### src/rtl/hand_bank.sv
// Card-hand register bank: NUM_HANDS hands of CARDS_PER_HAND slots, fed one card per cycle.
// Optional natural-hand detect is built only when HAND_BANK_NATURAL_EN is defined.

module hand_bank_hand #(
  parameter int C  = 3,
  parameter int CW = 2
) (
  input  logic              clk_i,
  input  logic              rst_i,
  input  logic              clear_i,
  input  logic              load_i,
  input  logic [3:0]        card_i,
  input  logic [3:0]        val_i,
  output logic [C-1:0][3:0] cards_o,
  output logic [CW-1:0]     count_o,
  output logic [3:0]        score_o,
  output logic              full_o,
  output logic              natural_o
);
  logic [C-1:0][3:0] cards_q;
  logic [CW-1:0]     count_q, count_d;
  logic [3:0]        score_q, score_d;
  logic              full_q;
  logic [4:0]        sum;

  // 5-bit sum keeps the mod-10 fold exact for any score/val pair
  assign sum     = {1'b0, score_q} + {1'b0, val_i};
  assign score_d = (sum >= 5'd10) ? 4'(sum - 5'd10) : sum[3:0];
  assign count_d = count_q + 1'b1;

  always_ff @(posedge clk_i or posedge rst_i) begin
    if (rst_i) begin
      cards_q <= '0;
      count_q <= '0;
      score_q <= '0;
      full_q  <= 1'b0;
    end else if (clear_i) begin
      cards_q <= '0;
      count_q <= '0;
      score_q <= '0;
      full_q  <= 1'b0;
    end else if (load_i) begin
      for (int k = 0; k < C; k++)
        if (count_q == CW'(k)) cards_q[k] <= card_i;
      count_q <= count_d;
      score_q <= score_d;
      full_q  <= (count_q == CW'(C-1));
    end
  end

`ifdef HAND_BANK_NATURAL_EN
  logic natural_q;
  always_ff @(posedge clk_i or posedge rst_i) begin
    if (rst_i)
      natural_q <= 1'b0;
    else if (clear_i)
      natural_q <= 1'b0;
    else if (load_i && count_q == CW'(1) && score_d >= 4'd8)
      natural_q <= 1'b1;
  end
  assign natural_o = natural_q;
`else
  assign natural_o = 1'b0;
`endif

  assign cards_o = cards_q;
  assign count_o = count_q;
  assign score_o = score_q;
  assign full_o  = full_q;
endmodule

module hand_bank #(
  parameter int NUM_HANDS      = 2,
  parameter int CARDS_PER_HAND = 3,
  parameter int HW             = (NUM_HANDS > 1) ? $clog2(NUM_HANDS) : 1,
  parameter int CW             = $clog2(CARDS_PER_HAND + 1)
) (
  input  logic                              clk_i,
  input  logic                              rst_i,
  input  logic                              clear_i,
  input  logic                              load_valid_i,
  input  logic [HW-1:0]                     load_hand_i,
  input  logic [3:0]                        new_card_i,
  output logic                              load_ready_o,
  output logic [NUM_HANDS*CARDS_PER_HAND*4-1:0] cards_o,
  output logic [NUM_HANDS*CW-1:0]           count_o,
  output logic [NUM_HANDS*4-1:0]            score_o,
  output logic [NUM_HANDS-1:0]              full_o,
  output logic [NUM_HANDS-1:0]              natural_o,
  output logic                              err_o
);
  logic [NUM_HANDS-1:0][CARDS_PER_HAND-1:0][3:0] cards_w;
  logic [NUM_HANDS-1:0][CW-1:0]                  count_w;
  logic [NUM_HANDS-1:0][3:0]                     score_w;
  logic [NUM_HANDS-1:0]                          full_w, natural_w, load_w;
  logic       hand_ok, legal, accept, sel_full, err_q;
  logic [3:0] val;

  assign hand_ok = ({1'b0, load_hand_i} < (HW+1)'(NUM_HANDS));
  assign legal   = (new_card_i != 4'd0) && (new_card_i <= 4'd13);
  assign val     = (new_card_i <= 4'd9) ? new_card_i : 4'd0;

  always_comb begin
    sel_full = 1'b0;
    for (int h = 0; h < NUM_HANDS; h++)
      if (load_hand_i == HW'(h)) sel_full = full_w[h];
  end

  // Out-of-range index is always ready so a bad offer drains instead of stalling
  assign load_ready_o = hand_ok ? ~sel_full : 1'b1;
  assign accept       = load_valid_i & load_ready_o & ~clear_i;

  always_ff @(posedge clk_i or posedge rst_i) begin
    if (rst_i)
      err_q <= 1'b0;
    else if (clear_i)
      err_q <= 1'b0;
    else if (accept && (!legal || !hand_ok))
      err_q <= 1'b1;
  end

  for (genvar h = 0; h < NUM_HANDS; h++) begin : g_hand
    assign load_w[h] = accept & legal & hand_ok & (load_hand_i == HW'(h));
    hand_bank_hand #(.C(CARDS_PER_HAND), .CW(CW)) u_hand (
      .clk_i    (clk_i),
      .rst_i    (rst_i),
      .clear_i  (clear_i),
      .load_i   (load_w[h]),
      .card_i   (new_card_i),
      .val_i    (val),
      .cards_o  (cards_w[h]),
      .count_o  (count_w[h]),
      .score_o  (score_w[h]),
      .full_o   (full_w[h]),
      .natural_o(natural_w[h])
    );
  end

  assign cards_o   = cards_w;
  assign count_o   = count_w;
  assign score_o   = score_w;
  assign full_o    = full_w;
  assign natural_o = natural_w;
  assign err_o     = err_q;
endmodule

### config.mk
export PLATFORM = sky130hd
export DESIGN_NAME = hand_bank
export DESIGN_NICKNAME = d
export VERILOG_FILES = /design/src/rtl/hand_bank.sv
export SDC_FILE = /design/constraint.sdc
export NUM_CORES = 1
export LEC_CHECK = 0
export ABC_AREA = 0
export BUFFER_PORTS_ARGS = -buffer_cell sky130_fd_sc_hd__buf_4
export CORE_UTILIZATION = 49
export CTS_CLUSTER_DIAMETER = 120
export CTS_CLUSTER_SIZE = 30
export DETAILED_ROUTE_END_ITERATION = 7
export PLACE_DENSITY = 0.84
export SLEW_MARGIN = 20
export SYNTH_ARGS = -nofsm -noshare
export SYNTH_HDL_FRONTEND = slang
export SYNTH_SLANG_ARGS = --single-unit
export TNS_END_PERCENT = 100
### constraint.sdc
create_clock -name clk_i -period 2.9 [get_ports clk_i]
set_input_delay 0.145 -clock clk_i [delete_from_list [all_inputs] [get_ports clk_i]]
set_output_delay 0.145 -clock clk_i [all_outputs]
set_load 0.02 [all_outputs]
After elaboration in Yosys (flattened, before gate mapping)
Index checks and enable logic that the tools add are counted.
{"block": "op_classes", "addsub": 6, "n_mul": 0, "div_mod_pow": 0, "magnitude_cmp": 4, "eq_ne": 4, "shift": 0, "muxes": 28, "bitwise": 8, "n_reduce_logical": 21}
{"op": "two-way mux 4 bit", "n": 13}
{"op": "two-way mux 12 bit", "n": 4}
{"op": "nonzero test 2 bit", "n": 9}
{"op": "AND reduction 2 bit", "n": 6}
{"op": "adder 4 x 4 -> 5 bit", "n": 2}
{"op": "greater-or-equal comparator 5 x 4 -> 1 bit (second input constant)", "n": 2}
{"op": "less-or-equal comparator 4 bit (second input constant)", "n": 2}
{"op": "two-way mux 2 bit", "n": 4}
{"op": "subtractor 4 bit (second input constant)", "n": 2}
{"op": "two-way mux 1 bit", "n": 7}
{"op": "bitwise AND 1 bit", "n": 5}
{"op": "adder 2 x 1 -> 2 bit (second input constant)", "n": 2}
{"op": "equality test 2 x 1 -> 1 bit (second input constant)", "n": 2}
{"op": "equality test 2 bit (second input constant)", "n": 2}
{"op": "zero test 2 bit", "n": 2}
{"op": "nonzero test 4 bit", "n": 1}
{"op": "NOT 1 bit", "n": 3}
{"op": "logical AND 1 bit", "n": 2}
{"op": "zero test 1 bit", "n": 1}
{"block": "totals", "regBits": 39, "latchBits": 0, "mem_bits_rw": 0, "mem_bits_ro": 0, "inputBits": 9, "output_inout_bits": 42, "mem_count": 0}

Longest topological paths before layout
{"block": "logic_depth", "ltp_word": 8, "depth_mapped": 14, "depth_no_buf": 13}

Cells and area by module
From an unflattened synthesis, not the netlist that was laid out.
{"block": "hier_totals", "cells_unflattened": 250, "hier_area_um2": 2313.5}
{"mod": "hand_bank_hand (g_hand[0].u_hand)", "n_inst": 1, "cells_per_inst": 117, "area_each_um2": 1099.8}
{"mod": "hand_bank_hand (g_hand[1].u_hand)", "n_inst": 1, "cells_per_inst": 117, "area_each_um2": 1069.8}
{"mod": "hand_bank", "n_inst": 1, "cells_per_inst": 16, "area_each_um2": 143.9}

Least setup slack after synthesis
Ideal clock, no wire load.
{"block": "synth_path", "path_kind": "input -> register", "start": "input new_card_i[3]", "end": "register g_hand[0].u_hand.score_q[2]", "arrival_time_ns": 2.954, "t_required_ns": 2.813, "slack_ns": -0.141, "stages": 13, "path_cell_list": "clkbuf_1 -> o21ai_0 -> and2_1 -> ha_1 -> ha_1 -> o21ai_0 -> nand2_1 -> ha_1 -> o41a_1 -> mux2i_1 -> a211oi_2 -> mux2_4 -> a211oi_2"}
{"block": "synth_between", "elab_chain_cells": 7}
{"item": "from (decl)", "line": "83", "text": "input logic [3:0] new_card_i,"}
{"item": "less-or-equal comparator 4 bit", "line": "101", "text": "assign val = (new_card_i <= 4'd9) ? new_card_i : 4'd0;"}
{"item": "two-way mux 4 bit", "line": "101"}
{"item": "adder 4 x 4 -> 5 bit", "line": "27", "text": "assign sum = {1'b0, score_q} + {1'b0, val_i};"}
{"item": "subtractor 4 bit / greater-or-equal comparator 5 x 4 -> 1 bit (equally long branches)", "line": "28", "text": "assign score_d = (sum >= 5'd10) ? 4'(sum - 5'd10) : sum[3:0];"}
{"item": "two-way mux 4 bit", "line": "28"}
{"item": "two-way mux 4 bit", "line": "42", "text": "end else if (load_i) begin"}
{"item": "two-way mux 4 bit", "line": "37", "text": "end else if (clear_i) begin"}
{"item": "to (signal assigned)", "line": "46", "text": "score_q <= score_d;"}
{"item": "to (decl)", "line": "22", "text": "logic [3:0] score_q, score_d;"}
Parallel ways exist; a longest one is shown, timed or not. The select of a mux whose other input is x is not followed.
A chain may end at the register's enable or synchronous reset.

Final worst setup path
{"block": "layout_path", "start": "register g_hand[0].u_hand.score_q[0]", "end": "register g_hand[0].u_hand.score_q[2]"}
{"block": "layout_between", "elab_chain_cells": 5}
{"item": "adder 4 x 4 -> 5 bit (*)", "line": "27"}
{"item": "subtractor 4 bit / greater-or-equal comparator 5 x 4 -> 1 bit (equally long branches)", "line": "28"}
{"item": "two-way mux 4 bit (*)", "line": "28"}
{"item": "two-way mux 4 bit (*)", "line": "42"}
{"item": "two-way mux 4 bit (*)", "line": "37"}
Every way passes the cells marked *; elsewhere a longest branch is shown, timed or not. The select of a mux whose other input is x is not followed.

==> summary.txt <==
Outcome
  – Status: complete, no violations

Yosys
  – Synth top area share: 40.3%
  – Synthesized flop and latch total: 39
  – Synthesized cell area: 2420 sq um
  – Yosys warning count: 0
  – Post-synth EDFFs: 0
  – Post-Syn Instances: 260
  – Async SR Flop Fraction: 100%
  – Post-synthesis average cell area: 9.31 sq um
  – Main area contributors after synthesis: dfrtp_1, ha_1, nand3_1, a21oi_1, nand2_1
  – Largest area contributor in the netlist: dfrtp_1
  – Register area share after synthesis: 40.3%
  – Ys flop type: dfrtp_1
  – Synth cell types: 53

Critical path
  – Setup CP Type: reg -> reg
  – R2R cell count: 10
  – Worst path bufs/invs: 0
  – Worst path slowest cell: dfrtp_1
  – Reg2reg setup slack: 0.14 ns
  – Critical path's top delay family: adder cells
  – Worst stage delay on the critical path: 0.42 ns
  – CP endpoint kind: flip-flop
  – Critical path arrival: 2.97 ns
  – Worst-path maximum fanout: 3
  – Worst Path Required: 3.11 ns
  – Worst r2r src: g_hand[0].u_hand.score_o[0]$_DFFE_PP0P_
  – Reg-to-reg critical path endpoint: g_hand[0].u_hand.score_o[2]$_DFFE_PP0P_
  – Startpoint types: flip-flop
  – Worst-path cell chain: ha_1, ha_1, or3_4, nand2_1, ha_2, o41a_1, mux2i_2, a211oi_2, mux2_4, a211oi_2

Power
  – Leakage: 0.00140 uW
  – Total Power: 1320 uW
  – Max VDD drop: 0.000294 V
  – Power Density: 443 nW/um^2

Timing
  – F_max: 362 MHz
  – Period utilization: 95.2%
  – Clock Skews: 0.00342 ns
  – Final hold slack: 0.0402 ns
  – Slew @ Worst Pin: 0.882 ns
  – Final setup viols: 0
  – Slew HR: 41.2%
  – Final Max Tran Viols: 0
  – Hold Vio Cnt, Final: 0
  – Tmin final: 2.76 ns

Flow run
  – Max Cap Viol: 0

Finish
  – Share of cells above drive strength 1: 26.9%
  – Net count, final: 336
  – Fill cell count: 411
  – Final Cell Area: 2980 sq um
  – Antenna diodes: 0
  – Commonest non-fill, non-tap cell in the layout: buf_4
  – Most frequent cells in the layout: buf_4, dfrtp_1, nand2_1
  – Area delta synth->final: 23.1%

Drt
  – WL/cell: 14.7 um
  – Residual DRC: 0
  – Antenna viol nets, final: 0
  – DR vias: 2,090
  – Via density per instance: 5.51
  – Initial DRC count: 89
  – Router iterations before antenna repair: 4
  – Routed Wire Length: 5560 um

Clock network
  – Inserted Clock Buffers: 5
  – Hold_buf cts: 0
  – H-tree lvl count: 2
  – Root Buffer: clkbuf_8
  – Insertion delay to the later sink of the worst-skew pair: 0.29 ns
  – CTS clk-pin slew, worst paths: 0.07 ns
  – Post-CTS Setup Repair Bufs: 0
  – CTS tree: yes
  – CTS Sinks: 39
  – Max Root-Sink Buffers: 2

Placement
  – Placed cell areas: 2870 sq um
  – Global placement routability congestion: 0.897
  – Hpwl dp: 4030 um
  – Port Buffers: 48

Global routing
  – Gr ovfl total: 0
  – First-pass GRT wire length: 9320 um
  – Initial antenna violation count: 0
  – Vias in the first global route: 1,973
  – Pin count of the biggest net entering global routing: 40
  – Total GRT Usage: 23.1%

Die
  – Row cnt: 25
  – Starting Density: 51.3%
  – Die H: 72.3 um
  – I/O Pins: 51
  – Die Area: 5230 sq um
  – Die W: 72.3 um
  – CORE AREA: 4720 sq um

Worst hold path
  – HP Class: in -> async
[where the power goes]
part / internal, uW / switching, uW
Combinational: 146 / 187
Sequential: 563 / 21.0
Clock: 217 / 187
[worst reg2reg max path, stage by stage, from the launching register on]
cell,delay (ns)
dfrtp_1,0.42
ha_1,0.24
ha_1,0.23
or3_4,0.40
nand2_1,0.12
ha_2,0.21
o41a_1,0.17
mux2i_2,0.09
a211oi_2,0.27
mux2_4,0.33
a211oi_2,0.20
[layer usage]
metal,GRT usage [%],share of wire (%),up-vias
met4,6.97,1.2,0
met3,4.17,4.4,9
met5,0,0,-
met1,31.1,45,1008
li1,-,-,1016
met2,38.3,50,57
[final cells by class]
class | instances | area (sq um) | area share, %
Clock buffer | 8 | 100 | 3.36
Inverter | 11 | 41.3 | 1.39
Multi-Input combinational cell | 195 | 1340 | 44.8
Sequential cell | 39 | 976 | 32.7
Tap cell | 67 | 83.8 | 2.81
Timing Repair Buffer | 59 | 443 | 14.9
[registers in the layout (all words and copies together) (netlist names)]
name and flops:
g_hand.u_hand.full_o 2, g_hand.u_hand.count_o 4, g_hand.u_hand.score_o 8, err_o 1, g_hand.u_hand.cards_o 24
[timing repair]
action / in CTS / in global routing
resized for setup: 0 / 3
endpoints found under the setup margin: 0 / 1
endpoints found under the hold margin: 0 / 0
[worst max path at each step]
| stage | cells past startpoint | endpoint | startpoint | slack, ns |
|---|---|---|---|---|
| floorplan | 13 | g_hand[0].u_hand.score_o[2]$_DFFE_PP0P_ | new_card_i[2] | 0.002 |
| global placement | 13 | g_hand[0].u_hand.score_o[2]$_DFFE_PP0P_ | new_card_i[3] | 0.10 |
| detailed placement | 13 | g_hand[0].u_hand.score_o[2]$_DFFE_PP0P_ | new_card_i[3] | 0.02 |
| CTS | 10 | g_hand[0].u_hand.score_o[2]$_DFFE_PP0P_ | g_hand[0].u_hand.score_o[0]$_DFFE_PP0P_ | 0.11 |
| global route | 11 | g_hand[0].u_hand.score_o[2]$_DFFE_PP0P_ | g_hand[0].u_hand.score_o[0]$_DFFE_PP0P_ | -0.01 |
| finish | 10 | g_hand[0].u_hand.score_o[2]$_DFFE_PP0P_ | g_hand[0].u_hand.score_o[0]$_DFFE_PP0P_ | 0.14 |
[kinds of logic (layout without fill, tap and decap cells)]
group / count (synthesis) / in the layout / synth area share [%]
AO/OA/AOI/OAI: 53 / 53 / 15.1
XOR/XNOR: 10 / 10 / 4.81
adder cells (fa/ha/maj): 16 / 16 / 8.27
buffers and inverters: 27 / 78 / 5.06
flip-flops: 39 / 39 / 40.3
multiplexers: 9 / 9 / 4.03
other: 1 / 2 / 0.155
AND/OR/NAND/NOR: 105 / 105 / 22.2
[per-stage QoR]
stage / setup WS [ns] / TNS (ns) / util [%] / cells
after floorplan: 0.00207 / 0 / - / 261
after CTS: 0.112 / 0 / 62.9 / 379
after detailed placement: 0.0184 / 0 / 60.8 / 371
after global routing: -0.0100 / -0.0100 / 63.1 / 379
final: 0.140 / 0 / 63.1 / 379
after global placement: 0.102 / 0 / 60.8 / 371
[cells in the mapped netlist (2+ instances only)]
master    number
nand2_1       35
a211oi_1       3
o21ai_0        3
and3b_1        2
dfrtp_1       39
nor4_1         3
inv_1         11
nand4b_1       2
xnor2_1        4
a31oi_1        2
ha_1          16
clkbuf_1       7
mux2i_1        6
nor2b_1        3
o21a_1         2
xor2_2         2
buf_4          4
a31o_2         3
nor3_1         2
a21oi_1       27
a211oi_2       2
nand3_1       28
xor2_1         3
buf_2          4
and4b_1        2
nor2_1        18
No activity file was read; power rests on OpenSTA's default activity.
